File: config.mk
export PLATFORM = sky130hd
export DESIGN_NAME = mem_access_unit
export DESIGN_NICKNAME = d
export VERILOG_FILES = /design/src/rtl/riscv_mem_pkg.sv /design/src/rtl/mem_access_unit_load_align.sv /design/src/rtl/mem_access_unit.sv
export SDC_FILE = /design/constraint.sdc
export NUM_CORES = 1
export LEC_CHECK = 0
export CAP_MARGIN = 20
export CORE_ASPECT_RATIO = 0.6
export CORE_MARGIN = 4
export CORE_UTILIZATION = 44
export CTS_BUF_LIST = sky130_fd_sc_hd__clkbuf_8 sky130_fd_sc_hd__clkbuf_16
export CTS_CLUSTER_DIAMETER = 150
export DETAILED_ROUTE_END_ITERATION = 16
export GPL_ROUTABILITY_DRIVEN = 0
export PLACE_DENSITY = 0.86
export SLEW_MARGIN = 20
export SYNTH_ARGS = -nofsm -noshare
export SYNTH_HDL_FRONTEND = slang
export SYNTH_HIERARCHICAL = 1
export SYNTH_SLANG_ARGS = --single-unit
File: constraint.sdc
create_clock -name clk -period 3.65 [get_ports clk]
set_clock_uncertainty 0.1 [all_clocks]
set_input_delay 0.365 -clock clk [delete_from_list [all_inputs] [get_ports clk]]
set_output_delay 0.365 -clock clk [all_outputs]
set_load 0.05 [all_outputs]
File: src/rtl/riscv_mem_pkg.sv
// Shared constants for the MEM-stage load/store unit: funct3 codes, FSM encoding,
// byte-enable patterns and the access legality rule.
package riscv_mem_pkg;

    localparam logic [2:0] F3_B  = 3'b000;
    localparam logic [2:0] F3_H  = 3'b001;
    localparam logic [2:0] F3_W  = 3'b010;
    localparam logic [2:0] F3_BU = 3'b100;
    localparam logic [2:0] F3_HU = 3'b101;

    typedef enum logic [1:0] {
        IDLE = 2'b00,
        REQ  = 2'b01,
        WAIT = 2'b10
    } mau_state_t;

    localparam logic [3:0] BE_NONE    = 4'b0000;
    localparam logic [3:0] BE_BYTE0   = 4'b0001;
    localparam logic [3:0] BE_HALF_LO = 4'b0011;
    localparam logic [3:0] BE_HALF_HI = 4'b1100;
    localparam logic [3:0] BE_WORD    = 4'b1111;

    // Unsigned store sizes (100/101) have no meaning, so they are rejected like 011/11x.
    function automatic logic access_legal(input logic is_store, input logic [2:0] funct3,
                                          input logic [1:0] offset);
        logic legal;
        case (funct3)
            F3_B:    legal = 1'b1;
            F3_H:    legal = !offset[0];
            F3_W:    legal = (offset == 2'b00);
            F3_BU:   legal = !is_store;
            F3_HU:   legal = !is_store && !offset[0];
            default: legal = 1'b0;
        endcase
        return legal;
    endfunction

endpackage

File: src/rtl/mem_access_unit_load_align.sv
// Selects the addressed byte/half/word from a 32-bit read word and sign- or zero-extends it.
module load_align
    import riscv_mem_pkg::*;
(
    input  logic [31:0] rdata,
    input  logic [1:0]  a,
    input  logic [2:0]  funct3,
    output logic [31:0] data
);

    logic [7:0]  lanes [4];
    logic [7:0]  byte_sel;
    logic [15:0] half_sel;

    for (genvar gi = 0; gi < 4; gi++) begin : g_lane
        assign lanes[gi] = rdata[8*gi +: 8];
    end

    assign byte_sel = lanes[a];
    assign half_sel = a[1] ? {lanes[3], lanes[2]} : {lanes[1], lanes[0]};

    always_comb begin
        data = rdata;
        case (funct3)
            F3_B:    data = {{24{byte_sel[7]}}, byte_sel};
            F3_BU:   data = {24'h0, byte_sel};
            F3_H:    data = {{16{half_sel[15]}}, half_sel};
            F3_HU:   data = {16'h0, half_sel};
            default: data = rdata;
        endcase
    end

endmodule

File: src/rtl/mem_access_unit.sv
// MEM-stage load/store unit: data-memory handshake FSM, store packing and the MEM/WB register.
module mem_access_unit
    import riscv_mem_pkg::*;
(
    input  logic        clk,
    input  logic        rst_n,
    input  logic        MemRead_mem,
    input  logic        MemWrite_mem,
    input  logic        MemtoReg_mem,
    input  logic        RegWrite_mem,
    input  logic [2:0]  funct3_mem,
    input  logic [31:0] ALUResult_mem,
    input  logic [31:0] rs2Data_mem,
    input  logic [4:0]  rd_mem,
    output logic        dmem_req,
    output logic        dmem_we,
    output logic [31:0] dmem_addr,
    output logic [31:0] dmem_wdata,
    output logic [3:0]  dmem_be,
    input  logic        dmem_gnt,
    input  logic        dmem_rvalid,
    input  logic [31:0] dmem_rdata,
    output logic        stall_mem,
    output logic        misalign_exc,
    output logic        MemtoReg_wb,
    output logic        RegWrite_wb,
    output logic [4:0]  rd_wb,
    output logic [31:0] memDout_wb,
    output logic [31:0] ALUResult_wb
);

    mau_state_t  state_reg;
    logic        mem_op;
    logic        is_store;
    logic        legal;
    logic [1:0]  offset;
    logic [31:0] load_data;
    logic [31:0] pack_wdata;
    logic [3:0]  pack_be;

    assign mem_op   = MemRead_mem | MemWrite_mem;
    assign is_store = MemWrite_mem;
    assign offset   = ALUResult_mem[1:0];
    assign legal    = access_legal(is_store, funct3_mem, offset);

    // The _mem operands are held upstream for the whole access, so the live offset is valid in WAIT.
    load_align u_load_align (
        .rdata  (dmem_rdata),
        .a      (offset),
        .funct3 (funct3_mem),
        .data   (load_data)
    );

    always_comb begin
        pack_wdata = rs2Data_mem;
        pack_be    = BE_WORD;
        case (funct3_mem)
            F3_B: begin
                pack_wdata = {4{rs2Data_mem[7:0]}};
                pack_be    = BE_BYTE0 << offset;
            end
            F3_H: begin
                pack_wdata = {2{rs2Data_mem[15:0]}};
                pack_be    = offset[1] ? BE_HALF_HI : BE_HALF_LO;
            end
            default: begin
                pack_wdata = rs2Data_mem;
                pack_be    = BE_WORD;
            end
        endcase
    end

    always_comb begin
        stall_mem = 1'b0;
        case (state_reg)
            IDLE:    stall_mem = mem_op & legal;
            REQ:     stall_mem = !(dmem_gnt & dmem_we);
            WAIT:    stall_mem = !dmem_rvalid;
            default: stall_mem = 1'b0;
        endcase
    end

    always_ff @(posedge clk) begin
        if (!rst_n) begin
            state_reg    <= IDLE;
            dmem_req     <= 1'b0;
            dmem_we      <= 1'b0;
            dmem_addr    <= '0;
            dmem_wdata   <= '0;
            dmem_be      <= BE_NONE;
            misalign_exc <= 1'b0;
            MemtoReg_wb  <= 1'b0;
            RegWrite_wb  <= 1'b0;
            rd_wb        <= '0;
            memDout_wb   <= '0;
            ALUResult_wb <= '0;
        end else begin
            // Default is a bubble; only completing cycles overwrite it.
            misalign_exc <= 1'b0;
            MemtoReg_wb  <= 1'b0;
            RegWrite_wb  <= 1'b0;
            rd_wb        <= '0;
            memDout_wb   <= '0;
            ALUResult_wb <= '0;
            case (state_reg)
                IDLE: begin
                    if (!mem_op) begin
                        MemtoReg_wb  <= MemtoReg_mem;
                        RegWrite_wb  <= RegWrite_mem;
                        rd_wb        <= rd_mem;
                        ALUResult_wb <= ALUResult_mem;
                    end else if (legal) begin
                        state_reg  <= REQ;
                        dmem_req   <= 1'b1;
                        dmem_we    <= is_store;
                        dmem_addr  <= {ALUResult_mem[31:2], 2'b00};
                        dmem_wdata <= is_store ? pack_wdata : '0;
                        dmem_be    <= is_store ? pack_be : BE_NONE;
                    end else begin
                        misalign_exc <= 1'b1;
                    end
                end
                REQ: begin
                    if (dmem_gnt) begin
                        dmem_req   <= 1'b0;
                        dmem_we    <= 1'b0;
                        dmem_addr  <= '0;
                        dmem_wdata <= '0;
                        dmem_be    <= BE_NONE;
                        if (dmem_we) begin
                            state_reg    <= IDLE;
                            MemtoReg_wb  <= MemtoReg_mem;
                            RegWrite_wb  <= RegWrite_mem;
                            rd_wb        <= rd_mem;
                            ALUResult_wb <= ALUResult_mem;
                        end else begin
                            state_reg <= WAIT;
                        end
                    end
                end
                WAIT: begin
                    if (dmem_rvalid) begin
                        state_reg    <= IDLE;
                        MemtoReg_wb  <= MemtoReg_mem;
                        RegWrite_wb  <= RegWrite_mem;
                        rd_wb        <= rd_mem;
                        ALUResult_wb <= ALUResult_mem;
                        memDout_wb   <= load_data;
                    end
                end
                default: state_reg <= IDLE;
            endcase
        end
    end

endmodule

==> out/qor.yml <==
worst_setup_path:
  critical-path-slowest-cell: "sky130_fd_sc_hd__clkdlybuf4s50_1"
  worstReg2RegStart: "state_reg[0]"
  worst_r2r_path_depth: 5
  critPathLaunch: "ALUResult_mem[0]"
  crit_path_cell_trace: "clkdlybuf4s50_1 > nor4_2 > o21ai_0 > o21ai_0 > buf_12"
  required_time_of_the_critical_path_ns: 3.18
  timing.critical_path.mode_cell: "sky130_fd_sc_hd__o21ai_0"
  path_class: "in2out"
  r2r_setup_slack_ns: 1.36
  critPathCapture: "stall_mem"
  worst_path_largest_cell_delay_ns: 0.65
  cp-end-kind: "output port"
  cp_data_arrival_time_ns: 2.31
  timing.critical_path.fanout_max: 8
  timing.rr.end: "dmem_be[0]"
  worst_setup_path_start_kind: "input pin"
sta:
  rsz0062_at_grt: "no"
  worst_pin_slew_ns: 0.866
  finalCriticalPeriod_ns: 2.77
  post-route-period-util_pct: 76.0
  slew_violations: 0
  setup_viol_count_final: 0
  total_negative_slack_ns: 0
  slew_headroom_pct: 42.2
  timing_hold_violations_final: 0
  hold-worst-slack_ns: 0.362
  max_freq_ghz: 0.360
synthesis:
  synth-seq-area-share_pct: 53.9
  synth.lib_cells_used.distinct: 45
  ys_seq_elements: 142
  yosys.area.top_type: "sky130_fd_sc_hd__dfxtp_1"
  synth_warnings: 6
  synthesis.area_per_instance_sq_um: 10.3
  ys_top_cells_by_area: "sky130_fd_sc_hd__dfxtp_1 54%, sky130_fd_sc_hd__and2_1 8.7%, sky130_fd_sc_hd__a22o_1 6.8%"
  yosysTopAreaCellShare_pct: 53.9
  netlist_instances: 510
  synth_enable_flop_cells: 0
  synthesis.area_sq_um: 5270
  synth_top_flop_cell: "sky130_fd_sc_hd__dfxtp_1"
  synthArstFlopShare_pct: 0
die:
  fp.coreArea_sq_um: 11500
  chipHeight_um: 92.8
  die_x_um: 149
  pin_count: 255
  initial_core_util_pct: 45.9
  design.die.area_sq_um: 13900
  floorplan.rows: 30
routing:
  detailroute.wirelength.met3_um: 1310
  met1Wirelength_um: 7030
  violation_count_after_the_first_detailed_routing_iteration: 307
  uppermost_routed_layer: "met4"
  drt_drc_violations_left: 0
  detailedRoute.firstPassIterationCount: 5
  detail_route.wirelength_um: 17100
  num_vias: 4823
  detail_route.wl_per_cell_um: 18.4
  drtAntennaViolNets: 0
  met2RoutedLength_um: 8270
  avgViaCountPerCell: 5.20
clocking:
  post_cts_resized: 0
  tritoncts_num_sinks: 142
  cts-htree-levels: 4
  cts_root_buf: "sky130_fd_sc_hd__clkbuf_16"
  cts_setup_buffers: 0
  worst_skew_pair.late_latency_ns: 0.40
  cts_inserted_buffers: 17
  cts_buffer_depth: 2
  postCtsHoldBufs: 0
  clock_pin_slew_of_the_registers_on_the_worst_case_setup_and_hold_paths_ns: 0.06
  clock_tree_from_tritoncts: "yes"
finish:
  layout_common_cells: "251 x sky130_fd_sc_hd__clkdlybuf4s50_1, 142 x sky130_fd_sc_hd__dfxtp_1, 73 x sky130_fd_sc_hd__and2_1"
  areaGrowthSynthToFinish_pct: 62.0
  final_cells: 928
  mostFrequentLayoutCell: "sky130_fd_sc_hd__clkdlybuf4s50_1"
  num-fill-cells: 804
  top_regs: "ALUResult_wb: 32 flops, dmem_wdata: 32 flops, memDout_wb: 32 flops"
  antenna-diode-count: 0
  post_route_cells_drive_above_1_share_pct: 8.07
  nets: 867
power_and_ir_drop:
  finalPower_mw: 4.22
  pwr_density_cell_nw_per_um2: 494
  leakage_nw: 3.36
  peakVddDrop_mv: 0.359
hold_path:
  hold_start: "dmem_wdata[31]"
  worstHoldPathType: "reg2reg"
placement:
  port_buffers: 252
  detailed_place_hpwl_um: 12500
  place_inst: 896
status:
  status: "completed"
global_routing:
  global_route_wire_length_before_repair_um: 26600
  grt_antenna_before_repair: 0
  global_route.overflow_total: 0
  grt_max_degree: 47
  grtUsageTotal_pct: 24.6
  first_global_vias: 4938
flow_run:
  cap_violations: 0
[synth_stat cells (2+ instances only)]
cell type	number
sky130_fd_sc_hd__a21o_1	3
sky130_fd_sc_hd__a21oi_1	10
sky130_fd_sc_hd__a22o_1	41
sky130_fd_sc_hd__a22oi_1	8
sky130_fd_sc_hd__and2_1	73
sky130_fd_sc_hd__buf_2	12
sky130_fd_sc_hd__buf_4	2
sky130_fd_sc_hd__buf_6	2
sky130_fd_sc_hd__clkbuf_1	21
sky130_fd_sc_hd__dfxtp_1	142
sky130_fd_sc_hd__inv_1	3
sky130_fd_sc_hd__mux2_2	5
sky130_fd_sc_hd__mux2i_1	29
sky130_fd_sc_hd__nand2_1	57
sky130_fd_sc_hd__nand2_2	2
sky130_fd_sc_hd__nand3_1	2
sky130_fd_sc_hd__nor2_1	11
sky130_fd_sc_hd__nor2b_1	7
sky130_fd_sc_hd__nor3_1	3
sky130_fd_sc_hd__o211ai_1	6
sky130_fd_sc_hd__o21a_1	2
sky130_fd_sc_hd__o21ai_0	23
sky130_fd_sc_hd__o2bb2ai_1	22
sky130_fd_sc_hd__or2_2	2
sky130_fd_sc_hd__or3_1	2
[cells by family (layout without fill, tap and decap cells)]
family	count (synthesis)	count (layout)	share of synthesized area, %
AOI/OAI and AO/OA	122	122	18.0
buffers and inverters	40	297	3.56
DFF	142	142	53.9
muxes	35	35	7.00
other	1	2	0.0711
and+or+nand+nor	170	170	17.5
[stage by stage]
step	instance area [sq um]	setup slack, ns	util, %
floorplan	5280	1.10	-
CTS	8540	0.878	74.4
global placement	7910	0.696	68.9
global route	8540	0.744	74.4
detailed placement	7910	0.609	68.9
finish	8540	0.876	74.4
[how the worst min path moves through the flow]
stage                      end  cells after the start  slack (ns)
4_1_cts         dmem_wdata[31]                      2        0.37
2_1_floorplan  ALUResult_wb[0]                      1        0.39
6_report        dmem_wdata[31]                      2        0.36
5_1_grt          dmem_wdata[8]                      1        0.38
3_3_place_gp        dmem_be[3]                      1        0.34
3_5_place_dp    dmem_wdata[22]                      1        0.35
[layer usage]
layer,global-route usage (%),vias to the layer above
li1,-,2276
met1,29.2,2289
met2,41.1,223
met3,9.19,35
met4,8.07,0
met5,0,-
[worst max-delay path: cells and delay by family]
family                 cells  cell delay (ns)
buffers and inverters      2             0.84
AO/OA/AOI/OAI              2             0.61
AND/OR/NAND/NOR            1             0.48
[power breakdown]
part / internal [mW] / switching, mW
Clock: 1.13 / 0.707
Sequential: 1.61 / 0.0346
Combinational: 0.306 / 0.430
[layout make-up]
class	count	area (sq um)	share of cell area, %
Tap cell	160	200	2.34
Inverter	3	11.3	0.132
Multi-Input combinational cell	329	2250	26.3
Clock inverter	13	176	2.07
Timing Repair Buffer	262	2610	30.5
Clock buffer	19	453	5.30
Sequential cell	142	2840	33.3
Note: power is estimated with default switching activity, not from simulation.
